[src/rtl/alu_op_sequencer.sv]
// alu_op_sequencer: fetch/decode/execute/writeback control stage ahead of
// the 8-bit ALU. Fetches 16-bit words over req/ack, drives one-hot op
// strobes and operand selects, pulses bank/flags write enables in WB and
// steps or redirects the program counter.
module alu_op_sequencer #(
  parameter int PC_W     = 8,
  parameter int EXEC_CYC = 1
) (
  input  logic            clk,
  input  logic            rst,
  input  logic            run,
  output logic            imem_req,
  output logic [PC_W-1:0] imem_addr,
  input  logic            imem_ack,
  input  logic [15:0]     imem_data,
  output logic [3:0]      Tgt1,
  output logic [3:0]      Tgt2,
  output logic            IADD,
  output logic            ISUB,
  output logic            IADC,
  output logic            ISBB,
  output logic            IMUL,
  output logic            IDIV,
  output logic            IINC,
  output logic            IDEC,
  output logic            ISHL,
  output logic            ISHR,
  output logic            INOT,
  output logic            INEG,
  output logic            IAND,
  output logic            IOR,
  output logic            IJMP,
  output logic            IJA,
  output logic            IJB,
  output logic            IJE,
  output logic            EALU,
  input  logic            IJ,
  input  logic [7:0]      Dout,
  output logic            reg_we,
  output logic            r1_we,
  output logic            flags_we,
  output logic [PC_W-1:0] pc,
  output logic            halted,
  output logic            illegal
);

  typedef enum logic [2:0] {
    S_IDLE, S_FETCH, S_DECODE, S_EXEC, S_WB, S_HALT
  } state_e;

  localparam logic [4:0] OP_FIRST = 5'd1;   // ADD
  localparam logic [4:0] OP_OR    = 5'd14;  // last register-writing op
  localparam logic [4:0] OP_JMP   = 5'd15;
  localparam logic [4:0] OP_JE    = 5'd18;  // last op with a strobe
  localparam logic [4:0] OP_MUL   = 5'd5;
  localparam logic [4:0] OP_DIV   = 5'd6;
  localparam logic [4:0] OP_ILO   = 5'd19;
  localparam logic [4:0] OP_IHI   = 5'd30;
  localparam logic [4:0] OP_HLT   = 5'd31;
  localparam logic [3:0] CNT_LAST = 4'(EXEC_CYC - 1);

  state_e            state_q, state_d;
  logic [PC_W-1:0]   pc_q, pc_d;
  logic [15:0]       ir_q, ir_d;
  logic [3:0]        tgt1_q, tgt1_d, tgt2_q, tgt2_d;
  logic [3:0]        cnt_q, cnt_d;
  logic              illegal_q, illegal_d;
  logic [17:0]       strb_q, strb_d;
  logic              ealu_q, ealu_d;
  logic              req_q, req_d;
  logic              reg_we_q, reg_we_d;
  logic              r1_we_q, r1_we_d;
  logic              flags_we_q, flags_we_d;
  logic              halted_q, halted_d;
  logic [4:0]        op_q, op_n;
  logic              is_jump_q;
  logic              unused_bits;

  assign op_q      = ir_q[15:11];
  assign op_n      = ir_d[15:11];
  assign is_jump_q = (op_q >= OP_JMP) && (op_q <= OP_JE);
  // operand selects come from their own registers; low word bits are don't-care
  assign unused_bits = ^{ir_q[10:0], Dout};

  // Sequencing: state, counter, pc, instruction register and operand selects
  always_comb begin
    state_d   = state_q;
    pc_d      = pc_q;
    ir_d      = ir_q;
    tgt1_d    = tgt1_q;
    tgt2_d    = tgt2_q;
    cnt_d     = cnt_q;
    illegal_d = illegal_q;
    unique case (state_q)
      S_IDLE:   if (run) state_d = S_FETCH;
      S_FETCH: begin
        if (imem_ack) begin
          ir_d    = imem_data;
          tgt1_d  = imem_data[10:7];
          tgt2_d  = imem_data[6:3];
          state_d = S_DECODE;
        end
      end
      S_DECODE: begin
        cnt_d = '0;
        if (op_q == OP_HLT) begin
          state_d = S_HALT;
        end else begin
          state_d = S_EXEC;
          if (op_q >= OP_ILO && op_q <= OP_IHI) illegal_d = 1'b1;
        end
      end
      S_EXEC: begin
        if (cnt_q == CNT_LAST) state_d = S_WB;
        else                   cnt_d   = cnt_q + 4'd1;
      end
      S_WB: begin
        // ALU resolves the branch; IJ only matters for jump ops
        if (is_jump_q && IJ) pc_d = Dout[PC_W-1:0];
        else                 pc_d = pc_q + PC_W'(1);
        state_d = run ? S_FETCH : S_IDLE;
      end
      S_HALT:   state_d = S_HALT;
      default:  state_d = S_IDLE;
    endcase
  end

  // Outputs are decoded from the next state so every output is a flop
  always_comb begin
    strb_d     = '0;
    ealu_d     = 1'b0;
    reg_we_d   = 1'b0;
    r1_we_d    = 1'b0;
    flags_we_d = 1'b0;
    req_d      = (state_d == S_FETCH);
    halted_d   = (state_d == S_HALT);
    if ((state_d == S_EXEC || state_d == S_WB) && op_n >= OP_FIRST && op_n <= OP_JE) begin
      strb_d = 18'd1 << (op_n - OP_FIRST);
      ealu_d = 1'b1;
    end
    if (state_d == S_WB) begin
      reg_we_d   = (op_n >= OP_FIRST) && (op_n <= OP_OR);
      flags_we_d = (op_n >= OP_FIRST) && (op_n <= OP_OR);
      r1_we_d    = (op_n == OP_MUL) || (op_n == OP_DIV);
    end
  end

  // State and output registers; reset clears everything immediately
  always_ff @(posedge clk or negedge rst) begin
    if (!rst) begin
      state_q    <= S_IDLE;
      pc_q       <= '0;
      ir_q       <= '0;
      tgt1_q     <= '0;
      tgt2_q     <= '0;
      cnt_q      <= '0;
      illegal_q  <= 1'b0;
      strb_q     <= '0;
      ealu_q     <= 1'b0;
      req_q      <= 1'b0;
      reg_we_q   <= 1'b0;
      r1_we_q    <= 1'b0;
      flags_we_q <= 1'b0;
      halted_q   <= 1'b0;
    end else begin
      state_q    <= state_d;
      pc_q       <= pc_d;
      ir_q       <= ir_d;
      tgt1_q     <= tgt1_d;
      tgt2_q     <= tgt2_d;
      cnt_q      <= cnt_d;
      illegal_q  <= illegal_d;
      strb_q     <= strb_d;
      ealu_q     <= ealu_d;
      req_q      <= req_d;
      reg_we_q   <= reg_we_d;
      r1_we_q    <= r1_we_d;
      flags_we_q <= flags_we_d;
      halted_q   <= halted_d;
    end
  end

  assign imem_req  = req_q;
  assign imem_addr = pc_q;
  assign pc        = pc_q;
  assign Tgt1      = tgt1_q;
  assign Tgt2      = tgt2_q;
  assign EALU      = ealu_q;
  assign reg_we    = reg_we_q;
  assign r1_we     = r1_we_q;
  assign flags_we  = flags_we_q;
  assign halted    = halted_q;
  assign illegal   = illegal_q;

  assign IADD = strb_q[0];
  assign ISUB = strb_q[1];
  assign IADC = strb_q[2];
  assign ISBB = strb_q[3];
  assign IMUL = strb_q[4];
  assign IDIV = strb_q[5];
  assign IINC = strb_q[6];
  assign IDEC = strb_q[7];
  assign ISHL = strb_q[8];
  assign ISHR = strb_q[9];
  assign INOT = strb_q[10];
  assign INEG = strb_q[11];
  assign IAND = strb_q[12];
  assign IOR  = strb_q[13];
  assign IJMP = strb_q[14];
  assign IJA  = strb_q[15];
  assign IJB  = strb_q[16];
  assign IJE  = strb_q[17];

endmodule

[config.mk]
export PLATFORM = sky130hd
export DESIGN_NAME = alu_op_sequencer
export DESIGN_NICKNAME = d
export VERILOG_FILES = /design/src/rtl/alu_op_sequencer.sv
export SDC_FILE = /design/constraint.sdc
export NUM_CORES = 1
export LEC_CHECK = 0
export BUFFER_PORTS_ARGS = -buffer_cell sky130_fd_sc_hd__buf_2
export CORE_MARGIN = 5
export CORE_UTILIZATION = 45
export DETAILED_ROUTE_END_ITERATION = 10
export PLACE_DENSITY = 0.71
export SLEW_MARGIN = 25
export SYNTH_ARGS = -nofsm -noshare
export SYNTH_HDL_FRONTEND = slang
export SYNTH_SLANG_ARGS = --single-unit
[constraint.sdc]
create_clock -name clk -period 2.2 [get_ports clk]
set_input_delay 0.22 -clock clk [delete_from_list [all_inputs] [get_ports clk]]
set_output_delay 0.22 -clock clk [all_outputs]
set_load 0.005 [all_outputs]
# [Word level (Yosys, flattened, before mapping)]
# Cells that the tools add are included.
[totals] regBits=63 inputBits=29 output_inout_bits=49 elab_cells=68
[classes] add_sub_neg=3 n_lt_le_gt_ge=7 eq_ne=13 shifts=1 muxes=15 bitwise_logic=1 n_reduce_logical=14
[ops] operator="$mux W16" count=2
[ops] operator="$mux W18" count=1
[ops] operator="$pmux W3 S6" count=1
[ops] operator="$shl A1 B5 Y18 const A" count=1
[ops] operator="$le A5 B5 Y1 const B" count=3
[ops] operator="$eq A3 B3 Y1 const B" count=4
[ops] operator="$mux W3" count=4
[ops] operator="$eq A5 B3 Y1 const B" count=2
[ops] operator="$eq A3 B2 Y1 const B" count=3
[ops] operator="$add A8 B1 Y8 const B" count=1
[ops] operator="$mux W8" count=1
[ops] operator="$pmux W4 S2" count=1
[ops] operator="$eq A3 B1 Y1 const B" count=2
[ops] operator="$logic_and A1 B1 Y1" count=6
[ops] operator="$eq A5 B5 Y1 const B" count=1
[ops] operator="$ge A5 B1 Y1 const B" count=1
[ops] operator="$ge A5 B4 Y1 const B" count=1
[ops] operator="$ge A5 B5 Y1 const B" count=1
[ops] operator="$le A5 B4 Y1 const B" count=1
[ops] operator="$sub A5 B1 Y5 const B" count=1
[ops] operator="$add A4 B1 Y4 const B" count=1
[ops] operator="$logic_not A4 Y1" count=1
[ops] operator="$mux W1" count=4
[ops] operator="$mux W4" count=1
[ops] operator="7 further kinds" count=9

# [Longest topological paths before layout]
[logic_depth] word_depth=8 ltp_mapped=7 depth_no_buf=6

# [Worst setup path after synthesis]
# OpenSTA, ideal clock, no wires.
[synth_path] kind="register to register" startpoint="register state_q[1]" endpoint="register strb_q[2]" setup_ns=0.129 arrival_ns=1.662 required_ns=2.071 setup_slack_ns=0.409 path_stages_with_launch=8 path_buffers=2 period_less_slack_ns=1.791 cell_sequence="dfrtp_1 > buf_2 > nor4bb_1 > buf_4 > mux2i_1 > inv_1 > nand3_2 > nor2_1"
[synth_between] word_cells_on_any_way=21
[synth_lines] item="start, declared" line="62" source="state_e state_q, state_d;"
[synth_lines] item="start signal, assigned" line="166" source="state_q <= state_d;"
[synth_lines] item="$eq A3 B1 Y1 *" line="94" source="unique case (state_q)"
[synth_lines] item="$mux W16 *" line="94"
[synth_lines] item="net ir_d[11]" line="64" source="logic [15:0] ir_q, ir_d;"
[synth_lines] item="$ge A5 B1 Y1" line="137" source="if ((state_d == S_EXEC || state_d == S_WB) && op_n >= OP_FIRST && op_n <= OP_JE) begin"
[synth_lines] item="$logic_and A1 B1 Y1 (2 in a row)" line="137"
[synth_lines] item="$mux W18 *" line="137"
[synth_lines] item="net strb_d[2]" line="68" source="logic [17:0] strb_q, strb_d;"
[synth_lines] item="end signal, assigned" line="173" source="strb_q <= strb_d;"
[synth_lines] item="end, declared" line="68"
# Mark *: on every way through the listed nets, which the timed path passes. The rest lies on a longest branch.
# A chain may end at the register's enable or synchronous reset.

# [Worst setup path in the final report]
[layout_path] startpoint="register state_q[1]" endpoint="register r1_we_q (netlist: r1_we)"
[layout_between] elab_chain_len=5 word_cells_on_any_way=16
[layout_lines] item="branches (longest 4 deep; another with $pmux W3 S6)"
[layout_lines] item="$mux W1 *" line="141" source="if (state_d == S_WB) begin"
[layout_lines] item="net r1_we_d" line="72" source="logic r1_we_q, r1_we_d;"
[layout_lines] item="end signal, assigned" line="177" source="r1_we_q <= r1_we_d;"
[layout_lines] item="end, declared" line="72"
# Mark *: on every way through the listed nets, which the timed path passes.

==> results.cfg <==
[timing]
timing.final.crit_share = 0.922
max_freq_mhz = 493
timing.clock.skew_ns = 0.00587
period_minus_ws_final_ns = 2.03
grt_setup_unrepaired = no
worst_slack_on_hold_paths_ns = 0.0996
timing.final.max_slew_violations = 0
worst_pin_slew_ns = 0.607
setup_viol_count_final = 0
relative_slew_slack = 0.596
fin_setup_tns_ns = 0
report.final.hold_viol_count = 0

[synth]
synth_top_cells_by_count = sky130_fd_sc_hd__dfrtp_1 (52), sky130_fd_sc_hd__nand2_1 (46), sky130_fd_sc_hd__nor2_1 (26)
ys_async_sr_fraction = 1.00
synth_top_family_by_area = simple AND/OR/NAND/NOR gates
synth_mux_area_frac = 0.0478
synth-compound-area-share = 0.104
seq_area_frac_synth = 0.512
most_common_cell_in_the_synthesized_netlist = sky130_fd_sc_hd__dfrtp_1
synth-adder-area-share = 0.0148
synth-warning-count = 0
synth_simple_gate_area_frac = 0.231
synth_top_area_cell = sky130_fd_sc_hd__dfrtp_1
synth_cells = 269
synth.cell_area_mm2 = 0.00254
postSynthNetCount = 301
synth.avg_cell_area_um2 = 9.45
yosys.cell_types.count = 46
synth_flop_cell = sky130_fd_sc_hd__dfrtp_1
count_of_flip_flops_with_a_built_in_enable_after_synthesis = 0
yosysTopAreaCellShare = 0.512
yosys.area_share.xor_xnor = 0.00345
netlist_top_cells_area = sky130_fd_sc_hd__dfrtp_1 (51%), sky130_fd_sc_hd__nand2_1 (6.8%), sky130_fd_sc_hd__buf_4 (5.3%)
postSynthRegisterBits = 52

[setup_path]
r2r_end = r1_we
worstSetupEndpointType = flop
critical_path_arrival_ns = 2.24
timing_worst_setup_path_type = reg2reg
cp_max_fo = 9
r2r_start = state_q[1]
largest_stage_delay_worst_path_ns = 0.51
startpoint = state_q[1]
cp_top_family = simple AND/OR/NAND/NOR gates
reg2regPathDepth = 4
path_depth = 4
crit_path_top_delay_cell = sky130_fd_sc_hd__mux2i_1
worst-endpoint-required_ns = 2.42
path_cells = nor4bb_4, mux2i_1, nand4_1, nor3b_1
critPathCapture = r1_we
r2r_setup_slack_ns = 0.17
timing.critical_path.from_type = flop
crit_buf_inv = 0

[clock_tree]
clk_transition_reported_paths_ns = 0.09
ctsLongestPathBuffers = 2
cts.sink_count = 52
postCtsSetupRepairBufs = 0
cts_htree_levels = 2
clock-root-buffer = sky130_fd_sc_hd__clkbuf_8
worstSkewPairLatency_ns = 0.30
cts_tree = built
total_clock_buffers_created_by_cts = 5

[grt]
antenna_found_initial = 0
number_of_global_route_vias_before_repair = 2039
grt_start_max_net_pins = 28
track_usage = 0.157
grt_pass1_wl_mm = 9.34
grt_remaining_overflow = 0

[floorplanning]
floorplan.die.width_um = 85.1
die_h_um = 85.1
design.portCount = 78
placeableCoreArea_mm2 = 0.00551
die_area_mm2 = 0.00725
initial_core_util = 0.461
rows = 27

[route]
detailroute.via_count = 2032
detailedRoute.firstPassIterationCount = 4
route.detailed.wl_per_inst_um = 13.4
drc = 0
routed_via_density = 5.00
detail_route.wirelength_mm = 5.43
drt.antenna.violating_nets = 0
drt_iter0_drc = 127

[cells_and_area]
stdcell_area_mm2 = 0.00303
finish.net_count = 365
antenna-diode-count = 0
layout.filler_cells = 510
multi_input_area_mm2 = 0.00103
post_route_cells_drive_above_1_share = 0.284
area_growth_pct = 19.1
regArea_mm2 = 0.00130

[run]
drv.max_cap_violation_count = 0

[placed_design]
portBuffers = 74
place.gp.congestion = 0.884
place.detailed.hpwl_mm = 4.04
detailed_place.area_mm2 = 0.00293

[status]
outcome = completed

[power_and_ir_drop]
power-per-cell-area_mw_per_mm2 = 1180
static-leakage-power_nw = 1.57
worst_ir_drop_vdd_v = 0.000431
post-layout-total-power_mw = 3.58

[hold_path]
hold_class = in2reg
-- per-stage QoR --
stage / setup slack, ns / cells / utilization
after floorplan: 0.409 / 269 / -
after global placement: 0.239 / 397 / 0.532
after detailed placement: 0.220 / 397 / 0.532
after CTS: 0.183 / 406 / 0.550
after global routing: 0.0523 / 406 / 0.550
final: 0.173 / 406 / 0.550
-- how the worst min path moves through the flow --
stage | end | slack [ns] | cells after the start | from
floorplan | EALU | -0.08 | 0 | rst
global placement | imem_req | 0.26 | 1 | rst
detailed placement | imem_req | 0.27 | 1 | rst
CTS | ir_q[7] | 0.1 | 3 | imem_data[7]
global route | ir_q[6] | 0.09 | 3 | imem_data[6]
finish | ir_q[7] | 0.1 | 3 | imem_data[7]
-- layout by cell type, fill, tap and decap left out, types with 2 or more instances in the layout --
cell / Yosys / final
sky130_fd_sc_hd__nand2b_1: 5 / 5
sky130_fd_sc_hd__and4b_1: 2 / 2
sky130_fd_sc_hd__o22ai_1: 3 / 3
sky130_fd_sc_hd__a2bb2oi_1: 2 / 2
sky130_fd_sc_hd__mux2i_1: 11 / 11
sky130_fd_sc_hd__nand3_1: 13 / 13
sky130_fd_sc_hd__nor2_1: 26 / 26
sky130_fd_sc_hd__a22oi_1: 6 / 6
sky130_fd_sc_hd__dfrtp_1: 52 / 52
sky130_fd_sc_hd__buf_4: 18 / 9
sky130_fd_sc_hd__nor3_1: 8 / 8
sky130_fd_sc_hd__and3_1: 3 / 3
sky130_fd_sc_hd__nand4_1: 2 / 2
sky130_fd_sc_hd__buf_2: 3 / 74
sky130_fd_sc_hd__nand2_1: 46 / 46
sky130_fd_sc_hd__a21o_1: 2 / 2
sky130_fd_sc_hd__clkbuf_8: 0 / 5
sky130_fd_sc_hd__nor2b_1: 3 / 3
sky130_fd_sc_hd__inv_1: 12 / 12
sky130_fd_sc_hd__o21ai_0: 8 / 8
sky130_fd_sc_hd__and2_1: 2 / 2
sky130_fd_sc_hd__ha_1: 3 / 3
sky130_fd_sc_hd__a21oi_1: 10 / 10
-- final cells by class --
| type | instances | area share |
|---|---|---|
| sequential | 52 | 0.430 |
| multi-input combinational | 177 | 0.341 |
| timing repair buffer | 85 | 0.155 |
| tap | 72 | 0.0298 |
| clock buffer | 6 | 0.0240 |
| inverter | 12 | 0.0149 |
| clock inverter | 2 | 0.00537 |
-- logic make-up after synthesis --
group                      Yosys count
AOI/OAI and AO/OA                   40
xor gates and xnor gates             1
adders and majority gates            3
buffers and inverters               40
DFF                                 52
muxes                               12
and+or+nand+nor                    121
-- routing by layer --
| metal | wire length (µm) | global-route usage | vias to the layer above |
|---|---|---|---|
| li1 | - | - | 1031 |
| met1 | 2470 | 0.203 | 940 |
| met2 | 2600 | 0.259 | 51 |
| met3 | 267 | 0.0301 | 10 |
| met4 | 92 | 0.0590 | 0 |
| met5 | 0 | 0 | - |
-- where the power goes --
part           total (mW)  switching (mW)  internal, mW
clock network       0.531           0.305         0.227
registers            1.47           0.252          1.22
logic                1.58           0.870         0.710
total                3.58            1.43          2.15
-- flip-flops by register name, summed over array words and instances (netlist names) --
| register | cells |
|---|---|
| strb_q | 18 |
| ir_q | 13 |
| imem_addr | 8 |
| cnt_q | 4 |
| state_q | 3 |
| EALU | 1 |
| flags_we | 1 |
| halted | 1 |
| illegal | 1 |
| imem_req | 1 |
| r1_we | 1 |
-- worst min-delay path, stage by stage --
cell	delay [ns]
sky130_fd_sc_hd__buf_2	0.07
sky130_fd_sc_hd__nand2_1	0.04
sky130_fd_sc_hd__nand2_1	0.04
-- repair_timing --
item	in CTS	in global routing
hold buffers	1	0
endpoints found under the hold margin	25	0
resized for setup	0	0
Note: power is estimated with default switching activity, not from simulation.
